## config.mk

```make
export PLATFORM = sky130hd
export DESIGN_NAME = jtlb_arb
export DESIGN_NICKNAME = d
export VERILOG_FILES = /design/src/rtl/jtlb_arb.sv
export SDC_FILE = /design/constraint.sdc
export NUM_CORES = 1
export LEC_CHECK = 0
export BUFFER_PORTS_ARGS = -buffer_cell sky130_fd_sc_hd__buf_2
export CAP_MARGIN = 5
export CORE_UTILIZATION = 40
export CTS_BUF_LIST = sky130_fd_sc_hd__clkbuf_8
export DETAILED_ROUTE_END_ITERATION = 8
export HOLD_SLACK_MARGIN = 0.05
export PLACE_DENSITY = 0.87
export SLEW_MARGIN = 20
export SYNTH_ARGS = -nofsm -noshare
export SYNTH_HDL_FRONTEND = slang
export SYNTH_SLANG_ARGS = --single-unit
```

## constraint.sdc

```tcl
create_clock -name clk -period 1.6 [get_ports clk]
set_input_delay 0.32 -clock clk [delete_from_list [all_inputs] [get_ports clk]]
set_output_delay 0.32 -clock clk [all_outputs]
set_load 0.005 [all_outputs]
```

## src/rtl/jtlb_arb.sv

```systemverilog
// Arbiter/sequencer for the shared joint TLB: grants micro-ITLB, micro-DTLB
// and CP0 TLB-op requests one at a time and registers the JTLB results.
module jtlb_arb #(
  parameter int STARVE = 4
) (
  input  logic        clk,
  input  logic        rstn,
  input  logic        phi2,
  input  logic        ireq,
  input  logic [63:0] iva,
  output logic        idone,
  input  logic        dreq,
  input  logic [63:0] dva,
  input  logic        dwr,
  output logic        ddone,
  input  logic        opreq,
  input  logic [1:0]  op,
  output logic        opdone,
  output logic [31:0] res_pa,
  output logic        res_cache,
  output logic        res_miss,
  output logic        res_inval,
  output logic        res_mod,
  output logic        res_ade,
  output logic [63:0] jtlbva,
  output logic        jtlbreq,
  output logic        jtlbwr,
  output logic        tlbr,
  output logic        tlbwi,
  output logic        tlbwr,
  output logic        tlbp,
  input  logic [31:0] jtlbpa,
  input  logic        jtlbcache,
  input  logic        jtlbmiss,
  input  logic        jtlbade,
  input  logic        jtlbinval,
  input  logic        jtlbmod,
  input  logic        jtlbshut,
  output logic        shut,
  output logic        busy
);

  localparam int CW = $clog2(STARVE + 1);
  localparam logic [CW-1:0] CNT_MAX = CW'(STARVE);

  typedef enum logic [1:0] {IDLE, LOOK, OP, DONE} state_t;
  typedef enum logic [1:0] {W_I, W_D, W_OP} win_t;

  state_t        state;
  win_t          win;
  logic [CW-1:0] cnt;

  logic gnt_op, gnt_d, gnt_i, win_req;

  // Ops first, then D unless I has waited through STARVE consecutive D grants.
  always_comb begin
    gnt_op  = opreq;
    gnt_d   = !opreq && dreq && !(ireq && cnt == CNT_MAX);
    gnt_i   = !opreq && !gnt_d && ireq;
    win_req = (win == W_I) ? ireq : dreq;
  end

  assign busy = (state != IDLE);

  // NOTE: every register here is updated with non-blocking assignments so all
  // state moves together on the step edge, independent of statement order.
  always_ff @(posedge clk) begin
    if (!rstn) begin
      state     <= IDLE;
      win       <= W_I;
      cnt       <= '0;
      idone     <= 1'b0;
      ddone     <= 1'b0;
      opdone    <= 1'b0;
      res_pa    <= '0;
      res_cache <= 1'b0;
      res_miss  <= 1'b0;
      res_inval <= 1'b0;
      res_mod   <= 1'b0;
      res_ade   <= 1'b0;
      jtlbva    <= '0;
      jtlbreq   <= 1'b0;
      jtlbwr    <= 1'b0;
      tlbr      <= 1'b0;
      tlbwi     <= 1'b0;
      tlbwr     <= 1'b0;
      tlbp      <= 1'b0;
      shut      <= 1'b0;
    end else if (phi2) begin
      if (!ireq) cnt <= '0;
      unique case (state)
        IDLE: begin
          if (gnt_op) begin
            win   <= W_OP;
            state <= OP;
            tlbr  <= (op == 2'b00);
            tlbwi <= (op == 2'b01);
            tlbwr <= (op == 2'b10);
            tlbp  <= (op == 2'b11);
          end else if (gnt_d || gnt_i) begin
            win <= gnt_d ? W_D : W_I;
            if (gnt_i) cnt <= '0;
            else if (ireq && cnt != CNT_MAX) cnt <= cnt + 1'b1;
            if (shut) begin
              // Shut-down TLB: report a miss without touching the JTLB.
              state     <= DONE;
              idone     <= gnt_i;
              ddone     <= gnt_d;
              res_pa    <= '0;
              res_cache <= 1'b0;
              res_miss  <= 1'b1;
              res_inval <= 1'b0;
              res_mod   <= 1'b0;
              res_ade   <= 1'b0;
            end else begin
              state   <= LOOK;
              jtlbreq <= 1'b1;
              jtlbva  <= gnt_d ? dva : iva;
              jtlbwr  <= gnt_d && dwr;
            end
          end
        end
        LOOK: begin
          jtlbreq <= 1'b0;
          jtlbva  <= '0;
          jtlbwr  <= 1'b0;
          if (win_req) begin
            state     <= DONE;
            idone     <= (win == W_I);
            ddone     <= (win == W_D);
            res_pa    <= jtlbpa;
            res_cache <= jtlbcache;
            res_miss  <= jtlbmiss;
            res_inval <= jtlbinval;
            res_mod   <= jtlbmod;
            res_ade   <= jtlbade;
            shut      <= shut | jtlbshut;
          end else begin
            state <= IDLE;
          end
        end
        OP: begin
          tlbr   <= 1'b0;
          tlbwi  <= 1'b0;
          tlbwr  <= 1'b0;
          tlbp   <= 1'b0;
          opdone <= 1'b1;
          state  <= DONE;
        end
        DONE: begin
          idone  <= 1'b0;
          ddone  <= 1'b0;
          opdone <= 1'b0;
          state  <= IDLE;
        end
        default: state <= IDLE;
      endcase
    end
  end

endmodule

```

Yosys cells after proc, flatten, opt, wreduce, memory -nomap -nowiden
Index checks and enable logic that the tools add are counted.
Widths: inputs -> output; s select.
{"block": "classes", "n_mux": 68, "add_sub_neg": 1, "n_eq_ne": 16, "bitwise": 1, "n_reduce_logical": 28}
{"op": "$mux 64", "n": 4}
{"op": "$mux 32", "n": 4}
{"op": "$pmux 64 s2", "n": 1}
{"op": "$pmux 32 s2", "n": 1}
{"op": "$mux 1", "n": 31}
{"op": "$pmux 1 s2", "n": 12}
{"op": "$mux 3", "n": 6}
{"op": "$mux 2", "n": 6}
{"op": "$ne 2x2->1 const B", "n": 6}
{"op": "$reduce_and 6->1", "n": 2}
{"op": "$reduce_bool 2->1", "n": 5}
{"op": "$reduce_and 3->1", "n": 3}
{"op": "$eq 2x2->1 const B", "n": 4}
{"op": "$pmux 2 s4", "n": 1}
{"op": "$logic_and 1x1->1", "n": 7}
{"op": "$eq 2x1->1 const B", "n": 3}
{"op": "$logic_not 2->1", "n": 3}
{"op": "$ne 3x3->1 const B", "n": 2}
{"op": "$pmux 1 s3", "n": 2}
{"op": "$reduce_and 5->1", "n": 1}
{"op": "$reduce_and 2->1", "n": 2}
{"op": "$add 3x1->3 const B", "n": 1}
{"op": "$eq 3x3->1 const B", "n": 1}
{"op": "$logic_not 1->1", "n": 3}
{"op": "other kinds (3)", "n": 3}
{"block": "word_totals", "input_bits": 175, "word_cells": 134, "ff_bits": 118, "output_inout_bits": 112}

Logic depth before layout (Yosys ltp)
{"block": "logic_depth", "word_depth": 11, "depth_mapped": 9, "ltp_nobuf": 6}

Worst setup path after synthesis
No wires, ideal clock.
{"block": "synth_timing", "kind": "register -> register", "start": "register cnt[0]", "end": "register jtlbva[26]", "period_less_slack_ns": 1.625, "slack_ns": -0.025, "setup_time_ns": 0.119, "t_arrival_ns": 1.507, "required_ns": 1.481, "path_buffers": 3, "stages_incl_launch_ff": 10, "path_cell_list": "dfxtp_1 inv_1 ha_1 nand3_1 nor2b_1 buf_2 buf_6 buf_4 mux2i_1 o2bb2ai_1"}
{"block": "synth_between", "elab_chain_cells": 10, "word_cells_on_any_way": 15, "classes_between": "eq/ne: 2; mux: 5; reduce/logical: 8"}
{"item": "from (decl)", "line": "51", "text": "logic [CW-1:0] cnt;"}
{"item": "from (signal assigned)", "line": "103", "text": "else if (ireq && cnt != CNT_MAX) cnt <= cnt + 1'b1;"}
{"item": "$eq 3x3->1 *", "line": "58", "text": "gnt_d = !opreq && dreq && !(ireq && cnt == CNT_MAX);"}
{"item": "$logic_and 1x1->1 *", "line": "58"}
{"item": "$logic_not 1->1 *", "line": "58"}
{"item": "$logic_and 1x1->1 *", "line": "58"}
{"item": "branches (longest 6 deep; another with $mux 64)"}
{"item": "to (signal assigned)", "line": "118", "text": "jtlbva <= gnt_d ? dva : iva;"}
{"item": "to (decl)", "line": "25", "text": "output logic [63:0] jtlbva,"}
Every way passes the cells marked *. The select of a mux whose other input is x is not followed.
A chain may end at the register's enable or synchronous reset.

Worst setup path after layout
{"block": "layout_timing", "start": "register cnt[1]", "end": "register jtlbva[32]"}
The elaborated chain is that of the path after synthesis.

==> flow_summary.toml <==
[floorplan]
coreArea_um2 = 11600
initial_core_util_pct = 41.4
fp-row-count = 39
die_area_um2 = 12400
fp.dieH_um = 111
die_w_um = 111
ios = 287

[yosys]
synthFlopType = "dfxtp_1"
synth_edf_count = 0
ys_types = 48
synth_top_area_cell = "dfxtp_1"
netlist_top_cells_area = "dfxtp_1 (49%), mux2i_1 (14%), o2bb2ai_1 (12%)"
seq_area_frac_synth_pct = 49.3
synth_commonest_cells = "dfxtp_1 (118), mux2i_1 (67), o2bb2ai_1 (64)"
synth_cells = 416
synth_top_area_share_pct = 49.3
syn_area_um2 = 4790
synth-seq-cells = 118
yosys_warnings = 0
synth_fp_nets = 593
async_flop_share_pct = 0
syn_avg_cell_area_um2 = 11.5
synthMostInstantiatedCell = "dfxtp_1"

[cts]
insertion_delay_ns = 0.41
clockBufferDepth = 2
cts_tree = "done"
htreeDepth = 4
cts-hold-fix-buffers = 0
numClockSinks = 118
clk_pin_slew_ns = 0.07
cts_made_buffers = 17
root_buffer = "clkbuf_8"

[layout]
final_cell_count_no_fill = 880
diodes = 0
drive_above_1_share_pct = 54.0
nets = 902
syn_to_final_growth_pct = 50.4

[global_routing]
grt_pass1_vias = 4474
grt_antenna_before_repair = 0
grt_pass1_wl_um = 21800
grt_overflow_total = 0
grt_use_total_pct = 22.1
grt_max_degree = 43

[power_and_ir_drop]
total_power_mw = 7.06
leakage_nw = 3.49
power_density_nw_per_um2 = 979
ir_drop_mv = 0.706

[timing]
rsz0062_at_grt = "yes"
setup-tns-final_ns = 0
timing.final.hold_violations = 0
fin_crit_ns = 1.57
final.setup_skew_ns = 0.00649
tightest_slew_ns = 0.416
max_freq_mhz = 639
maxSlewHeadroom_pct = 72.2
finalCritPeriodShare_pct = 97.9
hold_ws_ns = 0.110
drv_slew = 0
setup_violations = 0

[critical_path]
cp_max_fo = 4
crit_arrival_ns = 1.86
crit_path_start_kind = "flip-flop"
crit_type = "flip-flop to flip-flop"
cp.required_ns = 1.90
r2r_cells = 8
end_kind = "flip-flop"

[drt]
first_pass_iters = 6
routed_wl_um = 14600
drc = 20
num_vias = 4649
ant_nets = 0
via_per_inst = 5.28
drt_iter0_drc = 255
post_drt_wl_per_cell_um = 16.6

[place]
dpl.hpwl_um = 10100
place_inst = 836
gp_congestion = 0.867
port_buffers = 286

[status]
status = "finished, violations left"
violations = "design-rule violations"

[hold_path]
worstHoldPathCells = 2
worstHoldPathType = "primary input to flip-flop"

[flow_run]
drv_cap = 0
where the power goes:
group	total, mW	switching (mW)	internal, mW
clock	2.96	1.18	1.77
combinational	0.983	0.449	0.534
sequential	3.12	0.0686	3.05
total	7.06	1.70	5.36
registers in the layout, summed over array words and instances, names as in the netlist, 2 cells and up:
name    count
jtlbva     64
win         2
res_pa     32
state       2
cnt         3
critical path, cell delays in order (launching register included):
cell and delay, ns:
dfxtp_1 0.33, inv_1 0.06, ha_4 0.16, nand3_2 0.07, nor2b_4 0.19, buf_6 0.16, clkbuf_16 0.15, mux2i_1 0.23
o2bb2ai_1 0.10
final timing paths:
| kind | endpoint | slack, ns | start |
|---|---|---|---|
| worst min register to register | tlbp | 0.45 | tlbp |
| worst min-delay path | res_pa[2] | 0.11 | jtlbpa[2] |
| worst max-delay path | jtlbva[32] | 0.03 | cnt[1] |
| worst max register to register | jtlbva[32] | 0.03 | cnt[1] |
layer usage:
layer / vias up / GRT usage, % / wire length (um)
met3: 21 / 7.62 / 1100
met2: 204 / 40.0 / 7480
met4: 0 / 8.92 / 272
met1: 2189 / 23.6 / 5780
met5: - / 0 / 0
li1: 2235 / - / -
area by class of cell:
cell class	instances	area, um2
multi-input cells	253	2240
clock buffers	19	262
well taps	143	179
fillers	946	4360
repair buffers	328	1960
clock inverters	12	178
inverters	7	26.3
flip-flops and latches	118	2370
cells by family (layout without fill, tap and decap cells):
group	Yosys count	in the layout	share of synthesized area (%)
AO/OA/AOI/OAI	139	139	24.7
multiplexers	67	67	14.0
adder cells (fa/ha/maj)	2	2	0.522
flip-flops	118	118	49.3
buffers and inverters	45	366	5.61
AND/OR/NAND/NOR	45	45	5.85
stage by stage:
step                utilization, %  area, um2  setup slack, ns
detailed placement            56.0       6470          -0.0415
floorplan                        -       4790          -0.0254
finish                        62.3       7210           0.0341
CTS                           61.1       7070         -0.00202
global placement              56.0       6470           0.0133
global route                  62.3       7210          -0.0343
cells in the final DEF, fill, tap and decap left out, drive strengths merged, types with 2 or more instances in the layout:
cell / n
a21oi: 14
a32o: 37
and2: 3
buf: 324
bufinv: 4
clkbuf: 23
clkinv: 3
clkinvlp: 3
dfxtp: 118
ha: 2
inv: 9
mux2i: 67
nand2: 11
nand2b: 2
nand3: 4
nand4: 2
nor2: 6
nor2b: 4
nor3: 3
nor3b: 2
o21ai: 11
o2bb2ai: 64
repair_timing:
action                     CTS  global route
buffers inserted             6             2
setup endpoints to repair   18           102
gates cloned                 3             4
pin swaps                    0             2
gates resized for setup     10            16
No activity file was read; power rests on OpenSTA's default activity.
